`config.mk`:
```
export PLATFORM = sky130hd
export DESIGN_NAME = command_transmitter
export DESIGN_NICKNAME = d
export VERILOG_FILES = /design/src/rtl/command_transmitter.sv
export SDC_FILE = /design/constraint.sdc
export NUM_CORES = 1
export LEC_CHECK = 0
export CORE_AREA = 2 2 167 87
export DETAILED_ROUTE_END_ITERATION = 10
export DIE_AREA = 0 0 169 89
export HOLD_SLACK_MARGIN = 0.15
export PLACE_DENSITY = 0.57
export SYNTH_ARGS = -nofsm -noshare
export SYNTH_HDL_FRONTEND = slang
export SYNTH_SLANG_ARGS = --single-unit
```
`constraint.sdc`:
```
create_clock -name clock -period 3.3 [get_ports clock]
set_input_delay 0.33 -clock clock [delete_from_list [all_inputs] [get_ports clock]]
set_output_delay 0.33 -clock clock [all_outputs]
set_load 0.01 [all_outputs]
```
`src/rtl/command_transmitter.sv`:
```
// Serialises (command, param) pairs into a byte stream: command byte, then optional LSB-first param bytes.
// Define COMMAND_TX_CHECKSUM_EN to append an XOR checksum byte to every frame.
module command_transmitter #(
  parameter int unsigned PARAM_BYTES    = 4,
  parameter int unsigned PARAM_FLAG_BIT = 7,
  parameter int unsigned QUEUE_DEPTH    = 2
) (
  input  logic                     clock,
  input  logic                     reset,
  input  logic [7:0]               command,
  input  logic [8*PARAM_BYTES-1:0] param,
  input  logic                     command_valid,
  output logic                     command_ready,
  output logic [7:0]               serial_output_data,
  output logic                     serial_output_valid,
  input  logic                     serial_output_ready,
  output logic                     busy
);

  localparam int unsigned PW    = 8 * PARAM_BYTES;
  localparam int unsigned PTR_W = (QUEUE_DEPTH > 1) ? $clog2(QUEUE_DEPTH) : 1;
  localparam int unsigned CNT_W = $clog2(QUEUE_DEPTH + 1);
  localparam int unsigned IDX_W = (PARAM_BYTES > 1) ? $clog2(PARAM_BYTES) : 1;

`ifdef COMMAND_TX_CHECKSUM_EN
  typedef enum logic [1:0] {IDLE, CMD, PARAM, CSUM} state_t;
`else
  typedef enum logic [1:0] {IDLE, CMD, PARAM} state_t;
`endif

  logic [7:0]       q_cmd   [QUEUE_DEPTH];
  logic [PW-1:0]    q_param [QUEUE_DEPTH];
  logic [PTR_W-1:0] wr_ptr, rd_ptr;
  logic [CNT_W-1:0] count, count_n;
  logic             push, pop, nonempty;
  logic [7:0]       head_cmd;
  logic [PW-1:0]    head_param;

  state_t           state, state_n;
  logic [7:0]       data_n;
  logic             valid_n;
  logic [PW-1:0]    param_sh, sh_n;
  logic [IDX_W-1:0] idx, idx_n;
  logic             xfer, last_byte, frame_end, load;

  function automatic logic [PTR_W-1:0] ptr_inc(input logic [PTR_W-1:0] p);
    return (p == PTR_W'(QUEUE_DEPTH - 1)) ? '0 : p + 1'b1;
  endfunction

  assign push       = command_valid && command_ready;
  assign nonempty   = (count != '0);
  assign head_cmd   = q_cmd[rd_ptr];
  assign head_param = q_param[rd_ptr];
  assign xfer       = serial_output_valid && serial_output_ready;
  assign busy       = (state != IDLE) || nonempty;

  always_comb count_n = count + CNT_W'(push) - CNT_W'(pop);

  // Ready is registered from the post-edge occupancy, so a same-cycle pop never admits a push into a full queue.
  always_ff @(posedge clock or posedge reset) begin
    if (reset) begin
      wr_ptr        <= '0;
      rd_ptr        <= '0;
      count         <= '0;
      command_ready <= 1'b1;
    end else begin
      if (push) wr_ptr <= ptr_inc(wr_ptr);
      if (pop)  rd_ptr <= ptr_inc(rd_ptr);
      count         <= count_n;
      command_ready <= (count_n != CNT_W'(QUEUE_DEPTH));
    end
  end

  always_ff @(posedge clock) begin
    if (push) begin
      q_cmd[wr_ptr]   <= command;
      q_param[wr_ptr] <= param;
    end
  end

`ifdef COMMAND_TX_CHECKSUM_EN
  logic [7:0] acc;

  // Accumulates every byte as it is loaded into the output register; cleared by the command load.
  always_ff @(posedge clock or posedge reset) begin
    if (reset)                           acc <= '0;
    else if (load)                       acc <= head_cmd;
    else if (xfer && state_n == PARAM)   acc <= acc ^ data_n;
  end
`endif

  always_comb begin
    state_n   = state;
    data_n    = serial_output_data;
    valid_n   = serial_output_valid;
    sh_n      = param_sh;
    idx_n     = idx;
    pop       = 1'b0;
    last_byte = 1'b0;
    frame_end = 1'b0;
    load      = 1'b0;
    case (state)
      IDLE: load = nonempty;
      CMD: begin
        if (xfer) begin
          if (serial_output_data[PARAM_FLAG_BIT]) begin
            state_n = PARAM;
            idx_n   = '0;
            data_n  = param_sh[7:0];
            sh_n    = param_sh >> 8;
          end else begin
            last_byte = 1'b1;
          end
        end
      end
      PARAM: begin
        if (xfer) begin
          if (idx != IDX_W'(PARAM_BYTES - 1)) begin
            idx_n  = idx + 1'b1;
            data_n = param_sh[7:0];
            sh_n   = param_sh >> 8;
          end else begin
            last_byte = 1'b1;
          end
        end
      end
`ifdef COMMAND_TX_CHECKSUM_EN
      CSUM: if (xfer) frame_end = 1'b1;
`endif
      default: state_n = IDLE;
    endcase

    if (last_byte) begin
`ifdef COMMAND_TX_CHECKSUM_EN
      state_n = CSUM;
      data_n  = acc;
`else
      frame_end = 1'b1;
`endif
    end

    // Chaining the next frame on the final transfer keeps back-to-back frames gap-free.
    if (frame_end) begin
      if (nonempty) begin
        load = 1'b1;
      end else begin
        valid_n = 1'b0;
        state_n = IDLE;
      end
    end

    if (load) begin
      pop     = 1'b1;
      state_n = CMD;
      data_n  = head_cmd;
      valid_n = 1'b1;
      sh_n    = head_param;
      idx_n   = '0;
    end
  end

  always_ff @(posedge clock or posedge reset) begin
    if (reset) begin
      state               <= IDLE;
      serial_output_data  <= '0;
      serial_output_valid <= 1'b0;
      param_sh            <= '0;
      idx                 <= '0;
    end else begin
      state               <= state_n;
      serial_output_data  <= data_n;
      serial_output_valid <= valid_n;
      param_sh            <= sh_n;
      idx                 <= idx_n;
    end
  end

endmodule

```
**Word-level counts from Yosys, hierarchy flattened**

Memories as Yosys holds them, arrays and structs flattened.
Cells that the tools add are included.

- Add/sub/neg operators: 5
- Equal/unequal tests: 9
- Mux-type cells: 41
- Reductions and logical operators: 12

Operators with widths:

| kind | number |
|---|---|
| 32-bit two-way mux | 5 |
| 32-bit case mux with 2 select lines | 1 |
| 8-bit two-way mux | 5 |
| 2-bit two-way mux | 10 |
| 1-bit two-way mux | 16 |
| 8-bit case mux with 2 select lines | 1 |
| 3-bit != test (second input constant) | 4 |
| 2-bit case mux with 2 select lines | 2 |
| 2-bit nonzero test | 3 |
| 5-bit AND reduction | 1 |
| 2-bit != test (second input constant) | 2 |
| 4-bit AND reduction | 1 |
| 3-bit nonzero test | 1 |
| 1-bit adder (second input constant) | 2 |
| 2-bit by 1-bit adder with 2-bit output | 1 |
| 2-bit by 1-bit adder with 2-bit output (second input constant) | 1 |
| 2-bit by 1-bit equality test with 1-bit output (second input constant) | 1 |
| 2-bit equality test (second input constant) | 1 |
| 1-bit logical AND | 2 |
| 2-bit zero test | 1 |
| 2-bit by 1-bit != test with 1-bit output (second input constant) | 1 |
| 1-bit case mux with 2 select lines | 1 |
| 2-bit AND reduction | 1 |
| 2-bit OR reduction | 1 |
| 2 further kinds | 2 |

- Register bits after elaboration: 50
- Bits in writable memories: 80
- Word-level logic and storage cells: 79
- Memories: 2

Memory list:

| memory | depth | bits a word | rd ports | clocked after Yosys merged registers in | write ports | line | source |
|---|---|---|---|---|---|---|---|
| q_param | 2 | 32 | 1 | 0 | 1 | 32 | `logic [PW-1:0] q_param [QUEUE_DEPTH];` |
| q_cmd | 2 | 8 | 1 | 0 | 1 | 31 | `logic [7:0] q_cmd [QUEUE_DEPTH];` |

**Longest topological paths before layout**

- Depth in word-level cells: 9
- Depth in mapped cells: 11
- Mapped depth without buffers: 10

**Worst setup path before layout**

Ideal clock, no wire load.

- Kind: reg-to-reg
- Start point: reg command_ready
- End point: mem q_cmd[0][0] (enable)
- Data arrival time: 2.365 ns
- Required time: 2.863 ns
- Path slack: 0.498 ns
- Cell stages (with the launch flop): 3
- Path buffers: 0
- Cell sequence: dfstp_2 nand2_1 nor2_1

- Cells in the longest elaborated chain, start to end: 3

RTL lines:

| item | line | source |
|---|---|---|
| start, declared | 13 | `output logic command_ready,` |
| start signal, assigned | 70 | `command_ready <= (count_n != CNT_W'(QUEUE_DEPTH));` |
| 1-bit logical AND | 50 | `assign push = command_valid && command_ready;` |
| 1-bit two-way mux | 75 | `if (push) begin` |
| 1-bit two-way mux (not written as such) | 76 | `q_cmd[wr_ptr] <= command;` |
| end, declared | 31 |  |

Every way passes these cells.

**Final worst setup path**

- Start point: reg state[0]
- End point: reg command_ready

- Cells in the longest elaborated chain, start to end: 7
- Elaborated cells on any way between the ends: 11
- Classes of those cells: 1 x add/sub; 3 x eq/ne; 6 x mux; 1 x reduce/logical

RTL lines:

| item | line | source |
|---|---|---|
| start, declared | 39 | `state_t state, state_n;` |
| start signal, assigned | 170 | `state <= state_n;` |
| 2-bit equality test, or another cell as far along | 102 | `case (state)` |
| 1-bit case mux with 2 select lines / 1-bit two-way mux (equally long branches) | 102 |  |
| 1-bit two-way mux (on tied branches) | 133, 144 |  |
| 1-bit two-way mux (*) | 143 | `if (frame_end) begin` |
| 1-bit two-way mux (*) | 152 | `if (load) begin` |
| 2-bit by 1-bit subtractor with 2-bit output (*) | 57 | `always_comb count_n = count + CNT_W'(push) - CNT_W'(pop);` |
| 2-bit != test (*) | 70 |  |

Every way passes the cells marked *; elsewhere a longest branch is shown, timed or not.
A chain may end at the register's enable or synchronous reset.

==> flow_summary.ini <==
[outcome]
outcome = completed

[sta]
setup_viol = 0
rsz0062_at_grt = false
hold_viol = 0
max_freq_mhz = 405
tns_ns = 0
holdWs_ns = 0.345
report.final.slew_viol_count = 0
fin_crit_ns = 2.47
tightest_slew_ns = 1.03
clock_skew_ns = 0.0122
finalCritPeriodShare = 0.748
relSlewSlack = 0.311

[power_and_ir_drop]
p_total_mw = 6.63
leakage_nw = 2.75
p_switching_mw = 2.15
p_int_mw = 4.48
p_seq_frac = 0.399
p_sw_frac = 0.324
p_comb_frac = 0.340
p_per_area_nw_per_um2 = 998
peakVddDrop_v = 0.000455
p_clk_frac = 0.261

[drt]
drtIter0Drc = 109
via_per_inst = 4.91
vias = 2867
finalWirelength_mm = 9.84
postRouteAntennaNets = 0
drc = 0
first_pass_iters = 6
wl_per_cell_um = 16.8

[logic_synthesis]
yosys.area.top_type = edfxtp_1
ys_ff_latch = 130
ys_types = 38
syn_nets = 380
ys_seq_area_frac = 0.688
netlist_area_um2 = 5310
yosysWarnings = 0
postSynthCellCount = 329
yosys-top-cells-area = edfxtp_1 45%, dfrtp_1 23%, mux2i_1 19%
synth.avg_cell_area_um2 = 16.2
yosys.area.top_type_share = 0.452

[placed_design]
post-dp-hpwl_mm = 6.61
gp_congestion = 0.772
port_buffers = 54

[clock_network]
cts.htree.levels = 4
cts_tree = built
ctsRootBufferMaster = clkbuf_16
post-cts-setup-buffers = 0
cts-buffers-inserted = 17
cts.sinks = 130
clkTransAtPathRegs_ns = 0.05
cts_buffer_depth = 2
cts_hold_buf = 0
post_cts_resized = 0
clkLatencyLatePin_ns = 0.41

[die]
core_um2 = 13400
ios = 55
die-area_um2 = 15000
rows = 30
die_h_um = 89
die_w_um = 169
initial_core_util = 0.395

[final_layout]
final_common_cell = mux2i_1
n_antenna_cell = 0
multi_input_area_um2 = 1590
seqCellArea_um2 = 3660
nNetsFinal = 446
final_cell_mix = 103 x mux2i_1, 80 x edfxtp_1, 54 x clkdlybuf4s50_1
nFillCells = 1132
final_util = 0.494
syn2layout_area_growth_pct = 25.0
drive_above_1_share = 0.108

[setup_path]
crit_path_start_kind = flip-flop
worstPathCellList = inv_1 > ha_1 > nor2b_1 > o31a_4 > nor2_8 > xnor2_1 > ha_1 > xnor2_1 > nor3_1 > or3_1
critical_path_required_ns = 3.63
max_stage_delay_ns = 0.43
timing.critical_path.buf_inv = 1
critPathKind = flip-flop to flip-flop
crit_slowest_cell = o31a_4
path_delay_family = simple AND/OR/NAND/NOR gates
endpoint_kind = flip-flop
cp.arrival_ns = 2.79
rrSetupSlack_ns = 0.83
critPathMaxFanout = 12

[run]
max-cap-violations = 0

[grt]
grt_overflow = 0
grt_pass1_vias = 3104
antenna_found_initial = 0
grt_max_degree = 41
grt_pass1_wl_mm = 15.8
grtUsageTotal = 0.143

[hold_path]
hold_path.class = input pin to async pin
-- layout make-up --
class | instances | share of cell area
Clock buffer | 26 | 0.0736
Clock inverter | 6 | 0.00885
Inverter | 5 | 0.00283
Multi-Input combinational cell | 179 | 0.239
Sequential cell | 130 | 0.550
Tap cell | 176 | 0.0332
Timing Repair Buffer | 62 | 0.0923
-- metrics by stage --
| stage | worst slack (ns) | instance area (µm²) | instances |
|---|---|---|---|
| after floorplan | 0.498 | 5310 | 329 |
| after global placement | 0.935 | 6090 | 552 |
| after detailed placement | 0.843 | 6090 | 552 |
| after CTS | 0.825 | 6640 | 584 |
| after global routing | 0.651 | 6640 | 584 |
| final | 0.831 | 6640 | 584 |
-- registers in the layout, summed over array words and instances (netlist names), 2 cells and up --
name,cells
count,2
idx,2
param_sh,32
q_cmd,16
q_param,64
serial_output_data,8
state,2
-- Yosys cell counts --
cell and count:
a2111oi_0 1, a211oi_1 1, a21oi_1 2, a31oi_1 1
and2_1 1, and3_1 1, buf_2 4, buf_4 3
buf_6 1, clkbuf_1 7, dfrtp_1 49, dfstp_2 1
edfxtp_1 80, ha_1 7, inv_1 5, mux2i_1 103
nand2_1 8, nand2b_1 1, nand3_1 2, nor2_1 6
nor2_8 1, nor2b_1 9, nor3_1 2, o2111ai_1 1
o211ai_1 8, o21a_1 2, o21ai_0 2, o21ai_1 8
o221ai_1 1, o31a_4 1, o41ai_1 1, or2_0 1
or2_2 1, or3_1 1, or3b_1 1, or4b_2 1
xnor2_1 3, xor2_1 1
-- metal layers --
| layer | wire [µm] | up-vias | global-route usage |
|---|---|---|---|
| met5 | 0 | - | 0 |
| met4 | 135 | 0 | 0.0606 |
| met3 | 302 | 11 | 0.0438 |
| met2 | 4780 | 36 | 0.237 |
| met1 | 4620 | 1447 | 0.178 |
| li1 | - | 1373 | - |
-- power groups by stage --
stage | Sequential (mW) | Combinational [mW] | Clock [mW]
final | 2.64 | 2.25 | 1.73
after global routing | 2.71 | 2.49 | 1.85
after CTS | 2.65 | 2.31 | 1.77
after detailed placement | 2.68 | 2.30 | 0
after global placement | 2.65 | 2.19 | 0
after floorplan | 2.54 | 1.76 | 0
-- worst paths after layout --
path	from	to	cells after the start
max in group asynchronous	reset	command_ready	3
min	reset	param_sh[27]	2
min reg2reg	q_param[0][25]	param_sh[25]	2
max reg2reg	state[0]	command_ready	10
min in group clock	param[2]	q_param[0][2]	1
max	state[0]	command_ready	10
-- cells by family (layout without fill, tap and decap cells) --
group,Yosys count,after routing,synth area share
flops,130,130,0.688
mux,103,103,0.194
simple gates,36,36,0.0386
compound gates,29,29,0.0379
buf+inv,20,99,0.0186
fa+ha+maj,7,7,0.0165
xor+xnor,4,4,0.00659
Power figures use the tool's default switching activity.
